[config.mk]
export PLATFORM = sky130hd
export DESIGN_NAME = tepc_pulse_peak
export DESIGN_NICKNAME = d
export VERILOG_FILES = /design/src/rtl/tepc_pulse_peak.sv
export SDC_FILE = /design/constraint.sdc
export NUM_CORES = 1
export LEC_CHECK = 0
export CORE_ASPECT_RATIO = 1.75
export CORE_MARGIN = 4
export CORE_UTILIZATION = 50
export DETAILED_ROUTE_END_ITERATION = 16
export GPL_ROUTABILITY_DRIVEN = 0
export PLACE_DENSITY = 0.73
export SKIP_CTS_REPAIR_TIMING = 1
export SLEW_MARGIN = 0
export SYNTH_ARGS = -nofsm -noshare
export SYNTH_HDL_FRONTEND = slang
export SYNTH_SLANG_ARGS = --single-unit
[constraint.sdc]
create_clock -name clk -period 1.9 [get_ports clk]
set_input_delay 0.38 -clock clk [delete_from_list [all_inputs] [get_ports clk]]
set_output_delay 0.38 -clock clk [all_outputs]
set_load 0.01 [all_outputs]
[src/rtl/tepc_pulse_peak.sv]
// rtl/tepc_pulse_peak.sv - TEPC ADC capture, pulse peak detection and one-deep peak output
// Optional feature macro: TEPC_OR_CLAMP_EN (out-of-range pulses report 12'hFFF instead of being dropped)
module tepc_pulse_peak #(
  parameter logic [11:0] THRESHOLD = 12'd100,
  parameter logic [11:0] HYST      = 12'd10,
  parameter int          HOLDOFF   = 8,
  parameter int          MAX_WIDTH = 64
) (
  input  logic        clk,
  input  logic        rst,
  input  logic [11:0] TEPC_ADC,
  input  logic        OR,
  input  logic        DCO,
  output logic        peak_valid,
  output logic [11:0] peak_data,
  input  logic        peak_ready,
  output logic [15:0] drop_count,
  output logic        busy
);

  // Pulse end level, clamped so a large hysteresis cannot wrap around.
  localparam logic [11:0] END_LEVEL = (THRESHOLD > HYST) ? (THRESHOLD - HYST) : 12'd0;
  localparam int          WW        = $clog2(MAX_WIDTH + 1);
  localparam int          HW        = $clog2(HOLDOFF + 1);
  localparam logic [WW-1:0] MAX_W     = WW'(MAX_WIDTH);
  localparam logic [HW-1:0] HOLD_LOAD = HW'(HOLDOFF);

  typedef enum logic [1:0] {IDLE, PEAK, HOLD} state_t;

  // Capture path registers
  logic        d1, d2, d3;
  logic [11:0] adc_r1, adc_r2;
  logic        or_r1, or_r2;
  logic        filled, armed;
  logic        strobe;
  logic [11:0] sample;
  logic        sample_or;

  // FSM registers and next-state values
  state_t      state, state_n;
  logic [11:0] max_r, max_n;
  logic [WW-1:0] width, width_n;
  logic [HW-1:0] hcnt, hcnt_n;
  logic        or_seen, or_seen_n;
  logic        emit, discard;
  logic [11:0] emit_data;

  logic        load, drop_inc;

  // Synchronize DCO and delay the sample bus by the same two stages so the
  // data seen on a strobe is the value registered when DCO was first seen high.
  // armed blocks a spurious strobe when DCO is already high as reset releases.
  always_ff @(posedge clk) begin
    if (rst) begin
      d1     <= 1'b0;
      d2     <= 1'b0;
      d3     <= 1'b0;
      adc_r1 <= 12'd0;
      adc_r2 <= 12'd0;
      or_r1  <= 1'b0;
      or_r2  <= 1'b0;
      filled <= 1'b0;
      armed  <= 1'b0;
    end else begin
      d1     <= DCO;
      d2     <= d1;
      d3     <= d2;
      adc_r1 <= TEPC_ADC;
      adc_r2 <= adc_r1;
      or_r1  <= OR;
      or_r2  <= or_r1;
      filled <= 1'b1;
      armed  <= armed | (filled & ~d1);
    end
  end

  assign strobe    = d2 & ~d3 & armed;
  assign sample    = adc_r2;
  assign sample_or = or_r2;

  // FSM and pulse-tracking state register.
  always_ff @(posedge clk) begin
    if (rst) begin
      state   <= IDLE;
      max_r   <= 12'd0;
      width   <= '0;
      hcnt    <= '0;
      or_seen <= 1'b0;
    end else begin
      state   <= state_n;
      max_r   <= max_n;
      width   <= width_n;
      hcnt    <= hcnt_n;
      or_seen <= or_seen_n;
    end
  end

  // Next-state logic; everything holds except on strobe cycles.
  always_comb begin
    state_n   = state;
    max_n     = max_r;
    width_n   = width;
    hcnt_n    = hcnt;
    or_seen_n = or_seen;
    emit      = 1'b0;
    discard   = 1'b0;
    emit_data = max_r;
    if (strobe) begin
      case (state)
        IDLE: begin
          if (sample >= THRESHOLD) begin
            state_n   = PEAK;
            max_n     = sample;
            or_seen_n = sample_or;
            width_n   = WW'(1);
          end
        end
        PEAK: begin
          if (sample < END_LEVEL) begin
            // The ending sample is below the pulse and contributes nothing.
            state_n = HOLD;
            hcnt_n  = HOLD_LOAD;
`ifdef TEPC_OR_CLAMP_EN
            emit      = 1'b1;
            emit_data = or_seen ? 12'hFFF : max_r;
`else
            if (or_seen) begin
              discard = 1'b1;
            end else begin
              emit = 1'b1;
            end
`endif
          end else begin
            max_n     = (sample > max_r) ? sample : max_r;
            or_seen_n = or_seen | sample_or;
            width_n   = width + WW'(1);
            if (width_n == MAX_W) begin
              discard = 1'b1;
              state_n = HOLD;
              hcnt_n  = HOLD_LOAD;
            end
          end
        end
        HOLD: begin
          hcnt_n = hcnt - HW'(1);
          if (hcnt_n == '0) begin
            state_n = IDLE;
          end
        end
        default: begin
          state_n = IDLE;
        end
      endcase
    end
  end

  assign load     = emit & (~peak_valid | peak_ready);
  assign drop_inc = discard | (emit & ~load);

  // One-deep output register and saturating drop counter.
  always_ff @(posedge clk) begin
    if (rst) begin
      peak_valid <= 1'b0;
      peak_data  <= 12'd0;
      drop_count <= 16'd0;
    end else begin
      if (load) begin
        peak_valid <= 1'b1;
        peak_data  <= emit_data;
      end else if (peak_valid && peak_ready) begin
        peak_valid <= 1'b0;
      end
      if (drop_inc && (drop_count != 16'hFFFF)) begin
        drop_count <= drop_count + 16'd1;
      end
    end
  end

  assign busy = (state != IDLE);

endmodule

==> impl_results.md <==
* Peak supply drop at 483 µV
* First-pass GRT wire length at 14.0 mm
* Reg2Reg Capture Point: drop_count[4]$_SDFFE_PP0P_
* Detail Route met2 WL at 4.74 mm
* Most frequent cells in the layout: 79 x dfxtp_1, 62 x buf_4, 44 x clkdlybuf4s50_1
* Crit path max-delay family: compound AO/OA/AOI/OAI gates
* Synth Instances at 410
* Non-Filler Instances at between 600 and 700
* CP bufs+invs at 1
* Slew HR at 76.2%
* Min cycle time layout at 2.04 ns
* Die H at around 120 µm
* DR vias at between 3k and 4k
* CTS buffer count at 9
* Hold Crit Start: rst
* Crit-path max cell delay at 0.46 ns
* Drt pass-1 iters at 4
* CP Max Fanout at 12
* Top sig layer: met4
* CP required at 2.17 ns
* Worst Clk Skew at between 0.005 and 0.006 ns
* Number of synthesized register bits at 86
* Number of global-route vias before repair at 3301
* PD cells at roughly 740 mW/mm²
* Syn nets at 443
* Initial Util at 51.4%
* Ys async rst share at 0%
* Area of the mapped netlist at 0.00372 mm²
* Power, Total at 3.81 mW
* H-tree lvl count at 3
* Leakage at slightly below 2 nW
* CTS Sinks at 86
* Die Wd at around 73 µm
* Share of cells above drive strength 1 at between 20% and 30%
* Upper clock frequency limit at 0.491 GHz
* Hold WC Path Type: in -> reg
* Hold Path Sink: width[1]$_SDFFE_PP0P_
* Number of I/O pins at 47
* Failing checks: negative setup slack
* Register-to-Register Path Depth at 7
* Drc violations at 0
* CP cell instances: nand3b_1, a21o_1, a2111oi_4, buf_4, o21ai_4, or3_2, a21oi_1
* Tightest Pin Transition at 0.354 ns
* Antenna viol nets, final at 0
* Element type at the critical path start: register
* Grt ovf at 0
* Status: finished, violations left
* Syn avg cell area at a little over 9 µm²
* Setup Crit Path Kind: reg -> reg
* Nets at 548
* Rows at 41
* Sequential area share after synthesis at 46.3%
* Setup TNS at -1.81 ns
* Crit share post-route at 107%
* Met3 WL at 346 µm
* Cell area after layout at 0.00514 mm²
* WP data arrival at 2.31 ns
* Root Buffer: clkbuf_16
* Area after DPL at 0.00470 mm²
* Post-route setup slack at -0.138 ns
* Drt total wl at 8.82 mm
* Post-synthesis cell type count at 55
* Filler cells at 566
* Initial antenna violation count at 0
* Max_cap viols at 0
* 1st-iter DRT viols at 187
* All-layer global routing usage at 20.2%
* Final hold vios at 0
* Routed length per instance at 14.6 µm
* TritonCTS clock tree: done
* Unrepaired setup endpoints after global routing: yes
* Core Region at around 0.0072 mm²
* Yosys warns at 0
* P&R area growth vs syn at 38.2%
* Number of enable flip-flop cells after synthesis at 0
* Commonest non-fill, non-tap cell in the layout: dfxtp_1
* Clock transition at path regs at roughly 0.060 ns
* Setup-failing EPs final at 27
* Number of I/O port buffers at 46
* WL met1 at between 3 and 4 mm
* Clock latency on the worst-skew pair at 0.34 ns
* Ys flop type: dfxtp_1
* Slowest-stage cell, CP: or3_2
* Vias/cell at between 5 and 6
* Number of antenna diodes at 0
* Die Area at 0.00893 mm²
* Reg-to-Reg Start: adc_r2[7]$_SDFF_PP0_
* Post-layout util at slightly above 70%
* # placed instances at 587
* Flop-to-flop setup slack at -0.14 ns
* Crit. End Element: register
* Largest net degree at the start of global routing at a little over 60
* Hold path cells at 2
* Post-DP HPWL at about 6.3 mm
* Slew Limit Fails at 0
* Longest Clk Path Bufs at 2
logic make-up (layout without fill, tap and decap cells):
| group | count (synthesis) | count (layout) | share of synthesized area, % |
|---|---|---|---|
| muxes | 14 | 14 | 3.77 |
| buffers and inverters | 38 | 148 | 4.21 |
| DFF | 86 | 86 | 46.3 |
| adders and majority gates | 16 | 16 | 5.39 |
| xor gates and xnor gates | 9 | 9 | 2.12 |
| AOI/OAI and AO/OA | 87 | 87 | 15.4 |
| and+or+nand+nor | 160 | 160 | 22.8 |
state kept, by name (all words and copies together) (netlist names):
name,count
adc_r1,12
adc_r2,12
armed,1
d1,1
d2,1
d3,1
drop_count,16
emit_data,12
filled,1
hcnt,4
or_r1,1
or_r2,1
or_seen,1
peak_data,12
peak_valid,1
state,2
width,7
layer usage:
| layer | vias to the layer above | global-route usage [%] |
|---|---|---|
| li1 | 1642 | - |
| met3 | 20 | 4.95 |
| met1 | 1552 | 20.0 |
| met2 | 76 | 37.0 |
| met5 | - | 0 |
| met4 | 0 | 11.2 |
worst max-delay path by stage:
stage                               start                     endpoint  slack [ns]  cells after the start
detailed placement             peak_ready   drop_count[4]$_SDFFE_PP0P_       -0.39                      7
CTS                  adc_r2[1]$_SDFF_PP0_   drop_count[4]$_SDFFE_PP0P_       -0.25                      6
global route         adc_r2[1]$_SDFF_PP0_  drop_count[14]$_SDFFE_PP0P_       -0.23                      7
floorplan           width[5]$_SDFFE_PP0P_   drop_count[4]$_SDFFE_PP0P_       -0.03                      6
global placement               peak_ready   drop_count[4]$_SDFFE_PP0P_       -0.39                      7
finish               adc_r2[7]$_SDFF_PP0_   drop_count[4]$_SDFFE_PP0P_       -0.14                      7
cells in the mapped netlist, types with 4 or more instances:
| master | number | area [µm²] |
|---|---|---|
| or4_1 | 6 | 45.0 |
| o2111ai_1 | 5 | 43.8 |
| o21ai_0 | 13 | 65.1 |
| nor2_1 | 36 | 135 |
| nand3_1 | 9 | 45.0 |
| or3_1 | 4 | 25.0 |
| a21oi_1 | 36 | 180 |
| ha_1 | 16 | 200 |
| a211oi_1 | 4 | 30.0 |
| a311oi_1 | 4 | 35.0 |
| clkbuf_1 | 11 | 41.3 |
| nand2_1 | 43 | 161 |
| dfxtp_1 | 86 | 1720 |
| mux2i_1 | 14 | 140 |
| nor2b_1 | 31 | 194 |
| xor2_1 | 6 | 52.6 |
| inv_1 | 22 | 82.6 |
| and3_1 | 5 | 31.3 |
| o31ai_1 | 7 | 52.6 |
metrics by stage:
step           setup slack (ns)  hold WS, ns
6_report                 -0.138        0.409
3_3_place_gp             -0.390        0.416
2_1_floorplan           -0.0324        0.414
3_5_place_dp             -0.394        0.425
5_1_grt                  -0.231        0.419
4_1_cts                  -0.246        0.411
cell type report:
type / instances / area [µm²] / area share [%]
multi-input combinational: 286 / 1950 / 38.0
timing repair buffer: 110 / 963 / 18.8
clock inverter: 4 / 45.0 / 0.877
clock buffer: 12 / 256 / 4.99
tap: 86 / 108 / 2.10
sequential: 86 / 1730 / 33.7
inverter: 22 / 82.6 / 1.61
where the power goes:
part | internal [mW] | switching [mW]
logic | 0.0990 | 0.0986
registers | 1.84 | 0.0157
clock network | 1.08 | 0.675
No activity file was read; power rests on OpenSTA's default activity.
